[src/rtl/mux_16_1_11b.sv]
// mux_16_1_11b: registered 16:1 selector of 11-bit data, index S = {sel3,sel2,sel1,sel0}.
// Latency: 1 clk from any select or data change to RES (and RES_PAR when enabled).
// Backpressure: none; no handshake or enable, the selected input is sampled on every rising edge.
// Optional feature: define MUX_16_1_11B_PARITY_EN to add RES_PAR, the even parity of RES.
module mux_16_1_11b #(
  parameter int WIDTH = 11
) (
  input  logic             clk,
  input  logic             rst_n,
  input  logic [WIDTH-1:0] A,
  input  logic [WIDTH-1:0] B,
  input  logic [WIDTH-1:0] C,
  input  logic [WIDTH-1:0] D,
  input  logic [WIDTH-1:0] E,
  input  logic [WIDTH-1:0] F,
  input  logic [WIDTH-1:0] G,
  input  logic [WIDTH-1:0] H,
  input  logic [WIDTH-1:0] I,
  input  logic [WIDTH-1:0] J,
  input  logic [WIDTH-1:0] K,
  input  logic [WIDTH-1:0] L,
  input  logic [WIDTH-1:0] M,
  input  logic [WIDTH-1:0] N,
  input  logic [WIDTH-1:0] O,
  input  logic [WIDTH-1:0] P,
  input  logic             sel3,
  input  logic             sel2,
  input  logic             sel1,
  input  logic             sel0,
`ifdef MUX_16_1_11B_PARITY_EN
  output logic             RES_PAR,
`endif
  output logic [WIDTH-1:0] RES
);

  // sel3 is the MSB of the index, sel0 the LSB
  logic [3:0]       sel;
  logic [WIDTH-1:0] sel_dat;

  assign sel = {sel3, sel2, sel1, sel0};

  // Full-width selection; every one of the 16 codes maps to an input, no fallback code exists
  always_comb begin
    sel_dat = A;
    unique case (sel)
      4'd0:  sel_dat = A;
      4'd1:  sel_dat = B;
      4'd2:  sel_dat = C;
      4'd3:  sel_dat = D;
      4'd4:  sel_dat = E;
      4'd5:  sel_dat = F;
      4'd6:  sel_dat = G;
      4'd7:  sel_dat = H;
      4'd8:  sel_dat = I;
      4'd9:  sel_dat = J;
      4'd10: sel_dat = K;
      4'd11: sel_dat = L;
      4'd12: sel_dat = M;
      4'd13: sel_dat = N;
      4'd14: sel_dat = O;
      4'd15: sel_dat = P;
      default: sel_dat = A;
    endcase
  end

  // Output register: reset clears it immediately, otherwise it loads the selected input every edge
  always_ff @(posedge clk or negedge rst_n) begin
    if (!rst_n) begin
      RES <= '0;
    end else begin
      RES <= sel_dat;
    end
  end

`ifdef MUX_16_1_11B_PARITY_EN
  // Parity register tracks the same value that RES loads, so both move on the same edge
  always_ff @(posedge clk or negedge rst_n) begin
    if (!rst_n) begin
      RES_PAR <= 1'b0;
    end else begin
      RES_PAR <= ^sel_dat;
    end
  end
`endif

endmodule

[config.mk]
export PLATFORM = sky130hd
export DESIGN_NAME = mux_16_1_11b
export DESIGN_NICKNAME = d
export VERILOG_FILES = /design/src/rtl/mux_16_1_11b.sv
export SDC_FILE = /design/constraint.sdc
export NUM_CORES = 1
export LEC_CHECK = 0
export ABC_AREA = 1
export CORE_MARGIN = 4
export CORE_UTILIZATION = 30
export CTS_CLUSTER_DIAMETER = 80
export CTS_CLUSTER_SIZE = 10
export DETAILED_ROUTE_END_ITERATION = 10
export DONT_BUFFER_PORTS = 1
export GPL_TIMING_DRIVEN = 0
export PLACE_DENSITY = 0.54
export SKIP_LAST_GASP = 1
export SYNTH_ARGS = -nofsm -noshare
export SYNTH_HDL_FRONTEND = slang
export SYNTH_SLANG_ARGS = --single-unit
[constraint.sdc]
create_clock -name clk -period 0.89 [get_ports clk]
set_input_delay 0.178 -clock clk [delete_from_list [all_inputs] [get_ports clk]]
set_output_delay 0.178 -clock clk [all_outputs]
set_load 0.02 [all_outputs]
**Word-level counts from Yosys, hierarchy flattened**

Index checks and enable logic that the tools add are counted.

- Equality and inequality tests: 15
- Mux-type cells: 1
- Reductions and logical operators: 1

Operators by type and width:

| cell | count |
|---|---|
| 11-bit case mux with 16 select lines | 1 |
| 4-bit equality test, second input constant | 8 |
| 4-bit by 3-bit equality test with 1-bit output, second input constant | 4 |
| 4-bit by 2-bit equality test with 1-bit output, second input constant | 2 |
| 4-bit by 1-bit equality test with 1-bit output, second input constant | 1 |
| 4-bit zero test | 1 |

- Register bits: 11
- Word-level logic and storage cells: 18

**Logic depth before layout (Yosys ltp)**

- Depth after elaboration: 2
- Mapped depth: 9
- Gate-level depth less buffers: 8

**Worst setup path after synthesis**

No wires, ideal clock.

- Path type: input to register
- Start point: input sel1
- End point: register RES[0]
- Arrival time: 983 ps
- Required time: 822 ps
- Slack: -161 ps
- Cell stages on the path: 8
- Path buffers: 1
- Cells stage by stage: nor2_1 > clkbuf_1 > nand3_1 > nand2_1 > nor2_1 > nand2_1 > inv_1 > nand3_1

- Cells in the longest elaborated chain, start to end: 2
- Elaborated cells between the ends (all ways): 17
- Those cells by class: eq/ne (15); mux (1); reduce/logical (1)

Ends and longest elaborated chain:

| element | line | source |
|---|---|---|
| from (decl) | 28 | `input logic sel1,` |
| 4-bit equality test (tied with other cells) | 45 | `unique case (sel)` |
| 11-bit case mux with 16 select lines (*) | 45 |  |
| via sel_dat[0] | 38 | `logic [WIDTH-1:0] sel_dat;` |
| to (signal assigned) | 71 | `RES <= sel_dat;` |
| to (decl) | 33 | `output logic [WIDTH-1:0] RES` |

Mark *: on every way through the listed nets, which the timed path passes. The rest lies on a longest branch.

**Final worst setup path**

- Start point: input sel0
- End point: register RES[2]

- Cells in the longest elaborated chain, start to end: 2
- Elaborated cells between the ends (all ways): 17
- Those cells by class: eq/ne (15); mux (1); reduce/logical (1)

Ends and longest elaborated chain:

| element | line | source |
|---|---|---|
| from (decl) | 29 | `input logic sel0,` |
| 4-bit equality test (tied with other cells) | 45 |  |
| 11-bit case mux with 16 select lines (*) | 45 |  |
| via sel_dat[2] | 38 |  |

Marked as above.

==> results.md <==
* Crit end category: flop
* Worst Setup Start Kind: input port
* Die width at 89.7 microns
* Seq/Total Area, Yosys at 13.8%
* FMAX at 1.15 GHz
* Clock-pin slew on the worst setup and hold paths at 0.05 ns
* Crit Path Max Fanout at 10
* Final wirelength at 9180 microns
* Tot Pwr at 0.00194 W
* Outcome: completed
* Comb pwr share at 38.1%
* Reg area at 278 sq um
* First-pass GRT wire length at 12500 microns
* Synthesized instance count at 412
* CP Class: in2reg
* WP data arrival at 0.98 ns
* Slew @ Worst Pin at 0.471 ns
* GRT overflow at 0
* RSZ-0062 raised after global routing: yes
* Layout cells sized above 1 at 16.0%
* Largest regs: RES (11)
* Vias in the first global route at 2531
* Clk root buf: clkbuf_8
* LEAKAGE at 1.36 nW
* Total GRT Usage at 20.5%
* Antenna viol nets, final at 0
* Routability cong. at 0.835
* Setup WS post-layout at 0.0235 ns
* Yosys cell types at 9
* Internal power at 0.00118 W
* Die ar. at 0.00804 sq mm
* Area of the multi-input gates at 0.00156 sq mm
* Syn_area_per_cell at 4.86 sq um
* Slew Viols, Final at 0
* # IOs at 193
* Crit share post-route at 97.4%
* Number of max-cap violations at 0
* Max IR drop VDD at 0.000297 V
* Min-Delay Startpoint: A[4]
* IO Port Bufs at 0
* Nets@finish at 609
* Via-to-Cell Ratio at 5.37
* Pre-CTS setup slack at -0.235 ns
* DR vias at 2701
* Max FFs per register at 11
* Area Overhead vs Synth at 23.1%
* Cell Rows at 29
* Diodes inserted at 0
* Top reg by flops: RES
* Hold Path Class: in2reg
* DRC marker count from the first detailed-route iteration at 128
* Clock power share at 24.7%
* Mapped Nets at 594
* Sw Ratio at 39.1%
* Sw power at 0.000761 W
* Pre-antenna DRT Iters at 4
* Warnings from Yosys at 0
* CTS max path bufs at 2
* Detailed placer's ending HPWL at 7550 microns
* Core Area at 0.00642 sq mm
* DRC violations left at 0
* Starting density of the core at 31.2%
* Final hold viol count at 0
* Die height at 89.7 microns
* H-Tree Depth at 1
* Hold Path Cell Cnt at 2
* Post-Syn Area at 0.00200 sq mm
* Slew margin rel. at 68.5%
* Fill cell count at 734
* Worst Hold End: RES[4]$_DFF_PN0_
* Count of final setup violators at 0
* CTS buffer count at 3
* Initial antenna violation count at 0
* Tmin final at 0.867 ns
* Critical Path RT at 1.00 ns
* Synthesis-stage register bit count at 11
* Largest net degree at the start of global routing at 12
* TritonCTS clock tree: built
* Clock Sinks at 11
* WL/cell at 18.3 microns
* Pwr Density at 789 mW/mm^2
* Sequential power share at 37.2%
-- layer usage --
metal,track usage (%),share of wire (%),wire length (microns),vias up
met5,0,0,0,-
met4,4.33,1.8,161,0
met3,5.29,11,980,12
met2,35.6,50,4550,142
met1,25.5,38,3490,1205
li1,-,-,-,1342
-- cell families after synthesis --
| kind of cell | after synthesis | share of synthesized area [%] |
|---|---|---|
| AND/OR/NAND/NOR | 334 | 72.1 |
| buffers and inverters | 67 | 14.1 |
| flip-flops | 11 | 13.7 |
-- layout make-up --
| cell class | count | share of cell area (%) |
|---|---|---|
| Tap cell | 77 | 3.91 |
| Clock buffer | 4 | 1.83 |
| Inverter | 40 | 6.09 |
| Timing Repair Buffer | 10 | 3.05 |
| Sequential cell | 11 | 11.3 |
| Multi-Input combinational cell | 334 | 63.1 |
| Buffer | 27 | 10.8 |
-- placed cells by master, fill, tap and decap left out --
master,netlist,routed
buf_2,25,1
buf_4,0,18
buf_6,0,15
clkbuf_1,2,1
clkbuf_4,0,1
clkbuf_8,0,4
dfrtp_1,11,9
dfrtp_2,0,2
dlygate4sd3_1,0,1
inv_1,40,33
inv_2,0,7
nand2_1,147,145
nand2_4,0,1
nand2_8,0,1
nand3_1,143,139
nand3_2,0,4
nor2_1,39,30
nor2_2,4,5
nor2_4,0,8
nor3_2,0,1
-- worst max path at each step --
stage	start	to	cells past startpoint
3_3_place_gp	sel0	RES[1]$_DFF_PN0_	8
5_1_grt	sel2	RES[6]$_DFF_PN0_	9
4_1_cts	sel0	RES[0]$_DFF_PN0_	8
3_5_place_dp	sel0	RES[0]$_DFF_PN0_	8
6_report	sel0	RES[2]$_DFF_PN0_	9
2_1_floorplan	sel3	RES[0]$_DFF_PN0_	9
-- metrics by stage --
stage	instances	instance area [sq um]	utilization (%)	TNS (ns)	hold slack (ns)
after global placement	489	2230	34.7	-2.25	-0.117
after floorplan	412	2130	-	-0.00404	-0.118
after CTS	494	2280	35.5	0	0.0767
final	503	2460	38.4	0	0.0776
after detailed placement	489	2230	34.7	-2.35	-0.117
after global routing	503	2460	38.4	-0.0811	0.0872
-- power groups by stage --
| stage | clock, W | sequential (W) | combinational, W |
|---|---|---|---|
| after global routing | 0.000529 | 0.000733 | 0.000831 |
| after floorplan | 0 | 0.000713 | 0.000487 |
| after global placement | 0 | 0.000727 | 0.000649 |
| after CTS | 0.000493 | 0.000721 | 0.000668 |
| after detailed placement | 0 | 0.000729 | 0.000655 |
| final | 0.000481 | 0.000723 | 0.000741 |
-- Yosys cell counts --
| cell type | count | area (sq um) |
|---|---|---|
| nor2_2 | 4 | 25.0 |
| inv_1 | 40 | 150 |
| clkbuf_1 | 2 | 7.51 |
| dfrtp_1 | 11 | 275 |
| buf_2 | 25 | 125 |
| nor3_1 | 1 | 5.00 |
| nand3_1 | 143 | 716 |
| nand2_1 | 147 | 552 |
| nor2_1 | 39 | 146 |
-- repair_timing --
action                                 4_1_cts  5_1_grt
hold buffers                                 1        0
endpoints found under the hold margin       11        0
setup endpoints to repair                    0       13
resized for setup                            0       40
buffers inserted                             0        7
-- critical path: stages --
cell and delay (ns):
inv_2 0.06, nor2_4 0.06, buf_4 0.17, nand3_1 0.07, nand2_1 0.05, nor2_1 0.19
nand2_1 0.09, inv_1 0.06, nand3_1 0.06
No activity file was read; power rests on OpenSTA's default activity.
